[config.mk]
export PLATFORM = sky130hd
export DESIGN_NAME = branch_redirect_unit
export DESIGN_NICKNAME = d
export VERILOG_FILES = /design/src/rtl/branch_redirect_unit.sv
export SDC_FILE = /design/constraint.sdc
export NUM_CORES = 1
export LEC_CHECK = 0
export CORE_ASPECT_RATIO = 0.7
export CORE_MARGIN = 1
export CORE_UTILIZATION = 40
export DETAILED_ROUTE_END_ITERATION = 10
export GPL_TIMING_DRIVEN = 0
export PLACE_DENSITY = 0.8
export SYNTH_ARGS = -nofsm -noshare
export SYNTH_HDL_FRONTEND = slang
export SYNTH_SLANG_ARGS = --single-unit
[constraint.sdc]
create_clock -name clk -period 3.1 [get_ports clk]
set_clock_uncertainty 0.15 [all_clocks]
set_input_delay 0.93 -clock clk [delete_from_list [all_inputs] [get_ports clk]]
set_output_delay 0.93 -clock clk [all_outputs]
set_load 0.01 [all_outputs]
[src/rtl/branch_redirect_unit.sv]
`default_nettype none
// ============================================================================
// Module   : branch_redirect_unit
// Brief    : Turns resolved branches/jumps into a one-cycle fetch redirect
//            pulse with a held target PC, and squashes IF/ID and ID/EX over
//            the wrong-path window.
// Revision : 1.0
// ============================================================================
module branch_redirect_unit #(
    parameter int instructionSize = 24,
    parameter int FLUSH_CYCLES    = 2
) (
    input  logic                       clk,
    input  logic                       reset,
    input  logic                       brValid,
    input  logic                       brTaken,
    input  logic                       brAbsolute,
    input  logic [instructionSize-9:0] brPc,
    input  logic [instructionSize-9:0] brOffset,
    input  logic [instructionSize-9:0] brTarget,
    output logic                       pcWrEn,
    output logic [instructionSize-9:0] newPc,
    output logic                       flushIfId,
    output logic                       flushIdEx,
    output logic                       busy
);

    localparam int W     = instructionSize - 8;
    localparam int CNT_W = (FLUSH_CYCLES > 2) ? $clog2(FLUSH_CYCLES) : 1;
    localparam logic [CNT_W-1:0] C_CNT_LOAD = CNT_W'((FLUSH_CYCLES > 1) ? FLUSH_CYCLES - 2 : 0);

    typedef enum logic [1:0] {
        S_IDLE     = 2'd0,
        S_REDIRECT = 2'd1,
        S_FLUSH    = 2'd2
    } state_t;

    state_t           r_state;
    logic [CNT_W-1:0] r_cnt;
    logic             r_pc_wr_en;
    logic [W-1:0]     r_new_pc;
    logic             r_flush;
    logic             r_busy;

    logic             w_redirect;
    logic [W-1:0]     w_rel_tgt;
    logic [W-1:0]     w_tgt;

    assign w_redirect = brValid & (brAbsolute | brTaken);
    assign w_rel_tgt  = brPc + brOffset;
    // Targets are always word aligned; the low two bits are dropped.
    assign w_tgt      = brAbsolute ? {brTarget[W-1:2], 2'b00} : {w_rel_tgt[W-1:2], 2'b00};

    always_ff @(posedge clk) begin
        if (!reset) begin
            r_state    <= S_IDLE;
            r_cnt      <= '0;
            r_pc_wr_en <= 1'b0;
            r_new_pc   <= '0;
            r_flush    <= 1'b0;
            r_busy     <= 1'b0;
        end else begin
            case (r_state)
                S_IDLE: begin
                    if (w_redirect) begin
                        r_state    <= S_REDIRECT;
                        r_pc_wr_en <= 1'b1;
                        r_new_pc   <= w_tgt;
                        r_flush    <= 1'b1;
                        r_busy     <= 1'b1;
                    end
                end
                S_REDIRECT: begin
                    r_pc_wr_en <= 1'b0;
                    if (FLUSH_CYCLES > 1) begin
                        r_state <= S_FLUSH;
                        r_cnt   <= C_CNT_LOAD;
                    end else begin
                        r_state <= S_IDLE;
                        r_flush <= 1'b0;
                        r_busy  <= 1'b0;
                    end
                end
                S_FLUSH: begin
                    // Incoming brValid here is wrong-path and deliberately ignored.
                    if (r_cnt == '0) begin
                        r_state <= S_IDLE;
                        r_flush <= 1'b0;
                        r_busy  <= 1'b0;
                    end else begin
                        r_cnt <= r_cnt - CNT_W'(1);
                    end
                end
                default: begin
                    r_state    <= S_IDLE;
                    r_pc_wr_en <= 1'b0;
                    r_flush    <= 1'b0;
                    r_busy     <= 1'b0;
                end
            endcase
        end
    end

    assign pcWrEn    = r_pc_wr_en;
    assign newPc     = r_new_pc;
    assign flushIfId = r_flush;
    assign flushIdEx = r_flush;
    assign busy      = r_busy;

endmodule
`default_nettype wire
==> out/metrics.csv, run 1 <==
stage;metric;value;unit
synthesis;Synth cell types;42;
setup_path;Crit. Startpoint;brOffset[7];
detailed_routing;drt initial violations;90;
synthesis;Synth top area share;24.7;%
detailed_routing;Antenna Violating Nets Remaining;0;
floorplanning;initial core utilization;44.0;%
min_path;Worst Hold Launch;pcWrEn;
floorplanning;Die X;74.2;um
synthesis;leading area contributor after synthesis;dfxtp_1;
synthesis;Post-synth EDFFs;0;
synthesis;Post-Synth Simple-Gate Area;17.8;%
setup_path;type of the worst setup path;in2reg;
clocking;total CTS buffers;3;
setup_path;WP data arrival;2.86;ns
min_path;worst hold stages;2;
placed_design;DP HPWL;3.34;mm
sta;RSZ-0062 raised after global routing;false;
setup_path;max incr delay on CP;0.42;ns
setup_path;CP cell instances;clkdlybuf4s50_1 > ha_1 > a2111oi_0 > o21ai_0 > a22oi_2 > xor2_1 > o21ai_0;
job;Max Cap Viol;0;
sta;setup violators final;0;
floorplanning;Die Y;52.5;um
setup_path;crit-path max FO;5;
setup_path;most used cell, CP;o21ai_0;
synthesis;XOR/XNOR Fraction of Synth Area;7.20;%
synthesis;largest family of logic cells by synthesized area;compound AO/OA/AOI/OAI gates;
synthesis;part of the Yosys area used for sequential elements;24.7;%
global_route;initial antenna violation count;0;
synthesis;syn_area_per_cell;7.72;um2
setup_path;Critical Path End Type;flop;
sta;final hold vios;0;
synthesis;Synth Instances;189;
synthesis;yosys warns;0;
setup_path;startpoint type of the worst setup path;primary input;
synthesis;Synth Area in Adders;12.0;%
clocking;Max Root-Sink Buffers;2;
setup_path;Worst Path Buf+Inv;1;
detailed_routing;Vias;1643;
floorplanning;core area;3320;um2
synthesis;number of synthesized register bits;18;
global_route;first-pass GRT wire length;6.62;mm
detailed_routing;drt via density;5.33;
layout;most frequent cells in the layout;clkdlybuf4s50_1, a21oi_1, nand2_1;
run_status;status;finished clean;
sta;Setup TNS;0;ns
sta;Max Fclk;0.348;GHz
layout;commonest non-fill, non-tap cell in the layout;clkdlybuf4s50_1;
detailed_routing;final wirelength;4.13;mm
floorplanning;Site Rows;17;
layout;diode count;0;
setup_path;Slowest-stage cell, CP;clkdlybuf4s50_1;
setup_path;Stages on worst setup path;7;
sta;hold slack final;0.333;ns
clocking;worst skew pair latency;0.25;ns
power;VDD IR max;250;uV
layout;# nets final;329;
detailed_routing;DR WL/cell;13.4;um
synthesis;post-synthesis async set-or-reset flop share;0;%
clocking;post-CTS setup buffer count;0;
detailed_routing;first drt pass iteration count;4;
layout;Area growth syn-to-layout;54.0;%
sta;max-slew violations;0;
layout;Final Core Density;67.7;%
layout;fillcell total;314;
sta;Tcrit/Tclk final;92.8;%
global_route;vias in the first global route;1494;
sta;post-layout minimum cycle time;2.88;ns
layout;share of layout cells above drive strength 1;8.05;%
clocking;clock root buffer;clkbuf_8;
setup_path;WP data required;3.08;ns
power;Pwr Total;791;uW
placed_design;GP Congestion;0.778;
setup_path;Crit path max-delay family;compound AO/OA/AOI/OAI gates;
setup_path;Crit Reg-Reg Startpoint;r_state[0];
synthesis;Area contributors post-synth;dfxtp_1, ha_1, a21oi_1;
global_route;GRT Resource Usage Total;22.2;%
clocking;CTS resizes;0;
synthesis;synthesized cell area;1460;um2
clocking;CTS Hold Bufs;0;
synthesis;Most used DFF post-synth;dfxtp_1;
floorplanning;io pins;73;
clocking;clk slew on worst S/H paths;0.07;ns
floorplanning;die footprint;3900;um2
setup_path;Worst R2R Path Depth;5;
power;Pwr Density;352;nW/um2
synthesis;mux cell area share after synthesis;0.686;%
synthesis;Synth Area in Compound Gates;32.8;%
clocking;htree depth;1;
detailed_routing;Residual DRC;0;
clocking;clk sinks;18;
global_route;global route overflow;0;
power;Leakage;0.876;nW
global_route;largest net degree at the start of global routing;11;
min_path;Hold Crit Class;reg2reg;
placed_design;Port Buf Inserts;67;
clocking;CTS tree;done;
==> metal layers <==
metal | up-vias | wire length, um | share of wire, % | global-route usage [%]
li1 | 836 | - | - | -
met1 | 747 | 2010 | 49 | 30.5
met2 | 56 | 1840 | 44 | 35.5
met3 | 4 | 263 | 6.4 | 5.38
met4 | 0 | 24 | 0.58 | 4.17
met5 | - | 0 | 0 | 0
==> path summary, 6_finish.rpt <==
| check | slack, ns | endpoint |
|---|---|---|
| setup reg to reg | 1.30 | newPc[10] |
| hold / removal | 0.33 | pcWrEn |
| hold reg to reg | 0.33 | pcWrEn |
| setup / recovery | 0.22 | newPc[10] |
==> synthesized netlist by cell type, types with 4 or more instances <==
cell type,number
a21oi_1,34
buf_4,4
clkbuf_1,4
dfxtp_1,18
ha_1,14
nand2_1,20
nand3_1,4
nor2_1,9
nor3_1,5
o211ai_1,5
o21ai_0,19
xnor2_1,9
==> flip-flops by register name (all words and copies together), names as in the netlist <==
signal,count
pcWrEn,1
busy,1
r_state,2
newPc,14
==> logic make-up (layout without fill, tap and decap cells) <==
logic type / after synthesis / after routing
XOR/XNOR: 12 / 12
adder cells (fa/ha/maj): 14 / 14
AND/OR/NAND/NOR: 52 / 52
AO/OA/AOI/OAI: 78 / 78
flip-flops: 18 / 18
multiplexers: 1 / 1
buffers and inverters: 13 / 84
other: 1 / 2
==> through the flow <==
stage | cells | setup slack [ns] | cell area, um2
floorplan | 190 | 0.554 | 1460
global placement | 304 | -0.0257 | 2190
detailed placement | 304 | -0.0202 | 2190
CTS | 308 | 0.234 | 2250
global route | 308 | 0.0190 | 2250
finish | 308 | 0.223 | 2250
==> report_power, final <==
part	total (mW)	leakage (nW)	internal [mW]	switching [mW]
sequential	0.266	0.149	0.252	0.0133
clock	0.192	0.0288	0.113	0.0789
combinational	0.333	0.699	0.179	0.154
==> tightest hold or removal path, stage by stage, from the launching register on <==
cell	delay, ns
dfxtp_1	0.31
nand2b_1	0.06
a21boi_0	0.07
==> final cells by class <==
class | instances | area, um2 | share of cell area (%)
Buffer | 10 | 55.1 | 2.45
Clock buffer | 4 | 55.1 | 2.45
Inverter | 3 | 11.3 | 0.501
Multi-Input combinational cell | 159 | 1040 | 46.1
Sequential cell | 18 | 360 | 16.0
Tap cell | 47 | 58.8 | 2.62
Timing Repair Buffer | 67 | 671 | 29.8
(Power assumes the default switching activity.)
==> run 2, diff against run 1 <==
clock period = 2.7 ns   (was 3.1 ns; I/O delays follow)
==> run 2 against run 1 <==
Clock power grew 15%. Via count grew 0.91%. Cell area grew 4.7%. Final cell count is the same. Highest routed layer unchanged. Total power grew 18%. Utilization grew 3.2 points. Non-clock buffer count is the same. Worst setup slack lost 0.15 ns. Largest power group unchanged. Register-to-register slack lost 0.39 ns. Global-route usage grew 0.33 points. Routed wire length grew 3.7%.
==> out/metrics.csv, run 2 (synthesized netlist as in run 1, its figures left out) <==
stage;metric;value;unit;change
power;Net Sw Frac;31.6;%;+0.43 points
clocking;worst skew pair latency;0.25;ns;about the same
floorplanning;Die X;74.2;um;unchanged
detailed_routing;DR WL/cell;13.9;um;+3.7%
placed_design;DP HPWL;3.34;mm;unchanged
power;sequential power share;32.6;%;-1.0 points
detailed_routing;Vias;1658;;+0.91%
floorplanning;die footprint;3900;um2;unchanged
run_status;status;finished clean;;
floorplanning;Site Rows;17;;unchanged
detailed_routing;final wirelength;4.29;mm;+3.7%
floorplanning;initial core utilization;44.0;%;unchanged
layout;diode count;0;;unchanged
global_route;vias in the first global route;1503;;+0.60%
sta;Tcrit/Tclk final;97.2;%;
setup_path;Reg-to-Reg End;newPc[9];;
power;Clock Power Share;23.6;%;-0.7 points
setup_path;crit-path max FO;5;;unchanged
sta;post-layout minimum cycle time;2.62;ns;
power;Pwr Density;398;nW/um2;+13%
detailed_routing;drt initial violations;106;;+18%
placed_design;Port Buf Inserts;67;;unchanged
floorplanning;core area;3320;um2;unchanged
sta;setup violators final;0;;unchanged
placed_design;GP Congestion;0.778;;unchanged
clocking;clock root buffer;clkbuf_8;;
setup_path;Crit Reg-Reg Startpoint;r_state[0];;
placed_design;placed instance area;2190;um2;unchanged
detailed_routing;drt via density;5.38;;+0.91%
sta;max-slew violations;0;;unchanged
power;Leakage;0.918;nW;+4.8%
global_route;global route overflow;0;;unchanged
detailed_routing;first drt pass iteration count;4;;unchanged
global_route;initial antenna violation count;0;;unchanged
clocking;Max Root-Sink Buffers;2;;unchanged
power;Switch Pwr;295;uW;+20%
setup_path;Critical Path End Type;flop;;
sta;Setup TNS;0;ns;unchanged
power;combinational fraction of design power;43.8;%;+1.7 points
clocking;total CTS buffers;3;;unchanged
min_path;WHS Endpoint;pcWrEn;;
sta;RSZ-0062 raised after global routing;false;;
layout;fillcell total;292;;-7.0%
power;Pwr Total;935;uW;+18%
power;VDD IR max;288;uV;+15%
floorplanning;Die Y;52.5;um;unchanged
clocking;CTS tree;done;;
layout;Area growth syn-to-layout;61.2;%;
job;Max Cap Viol;0;;unchanged
setup_path;WP data required;2.69;ns;-0.39 ns
sta;final hold vios;0;;unchanged
floorplanning;io pins;73;;unchanged
global_route;GRT Resource Usage Total;22.6;%;+0.33 points
sta;Max Fclk;0.381;GHz;
layout;# nets final;329;;unchanged
sta;hold slack final;0.335;ns;+0.00134 ns
clocking;htree depth;1;;unchanged
global_route;first-pass GRT wire length;6.67;mm;+0.83%
setup_path;WP data arrival;2.62;ns;-0.24 ns
min_path;Hold Crit Class;reg2reg;;
global_route;largest net degree at the start of global routing;11;;unchanged
setup_path;startpoint type of the worst setup path;primary input;;
layout;most frequent cells in the layout;clkdlybuf4s50_1, a21oi_1, nand2_1;;
clocking;post-CTS setup buffer count;0;;unchanged
clocking;clk slew on worst S/H paths;0.07;ns;about the same
layout;share of layout cells above drive strength 1;13.4;%;+5.4 points
setup_path;r2r setup slk;0.91;ns;-0.39 ns
layout;design area;2350;um2;+4.7%
setup_path;Worst R2R Path Depth;5;;unchanged
min_path;Worst Hold Launch;pcWrEn;;
setup_path;type of the worst setup path;in2reg;;
min_path;worst hold stages;2;;unchanged
power;P_int;640;uW;+18%
layout;number of flip-flops under the largest register name;14;;unchanged
layout;commonest non-fill, non-tap cell in the layout;clkdlybuf4s50_1;;
detailed_routing;Residual DRC;0;;unchanged
clocking;clk sinks;18;;unchanged
detailed_routing;Antenna Violating Nets Remaining;0;;unchanged
[run 2: cell types whose count changed in the layout (fill, tap and decap cells not counted), sizes merged]
cell and delta:
clkdlybuf4s50 -4, dlymetal6s2s +4
[run 2: layout make-up]
class                   instances  area (um2)  share of cell area (%)
flip-flops and latches         18         360                    15.3
clock buffers                   4        55.1                    2.34
plain buffers                  10        55.1                    2.34
repair buffers                 67         681                    28.9
well taps                      47        58.8                    2.50
inverters                       3        11.3                   0.479
multi-input cells             159        1130                    48.1
[run 2: worst max-delay path, cell delays in order]
cell and delay, ns:
clkdlybuf4s50_1 0.46, ha_2 0.30, nand2_1 0.13, o21ai_1 0.14, or2_2 0.34, a21oi_2 0.15
mux2i_1 0.21, a21oi_1 0.08
[run 2: repair_timing]
item	in CTS	in global routing
gates resized for setup	6	20
hold buffers	0	0
setup endpoints to repair	3	8
pin swaps	1	9
[run 2: stage by stage]
stage                     util [%]  std cells  setup WS (ns)
after floorplan                  -        190          0.274
after global routing          70.9        308       0.000633
after detailed placement      66.1        304         -0.300
after CTS                     68.1        308        0.00807
after global placement        66.1        304         -0.306
final                         70.9        308         0.0752
[run 2: worst max path at each step]
stage                            from        end  cells past startpoint
after detailed placement      brPc[1]   newPc[6]                      8
after global routing          brPc[5]   newPc[8]                      8
after floorplan               brPc[1]   newPc[6]                      7
after CTS                 brOffset[2]  newPc[15]                      8
after global placement        brPc[7]  newPc[10]                      7
final                         brPc[5]   newPc[8]                      8
[run 2: power groups by stage]
stage / Clock (mW) / Combinational, mW / Sequential, mW
5_1_grt: 0.236 / 0.449 / 0.307
3_3_place_gp: 0 / 0.374 / 0.310
4_1_cts: 0.225 / 0.387 / 0.305
3_5_place_dp: 0 / 0.380 / 0.310
6_report: 0.221 / 0.410 / 0.305
2_1_floorplan: 0 / 0.203 / 0.319
[run 2: per-layer routing]
| layer | GRT usage, % | part of all wire (%) |
|---|---|---|
| met4 | 4.17 | 0.40 |
| met2 | 36.4 | 46 |
| met5 | 0 | 0 |
| met1 | 30.7 | 45 |
| met3 | 5.38 | 8.1 |
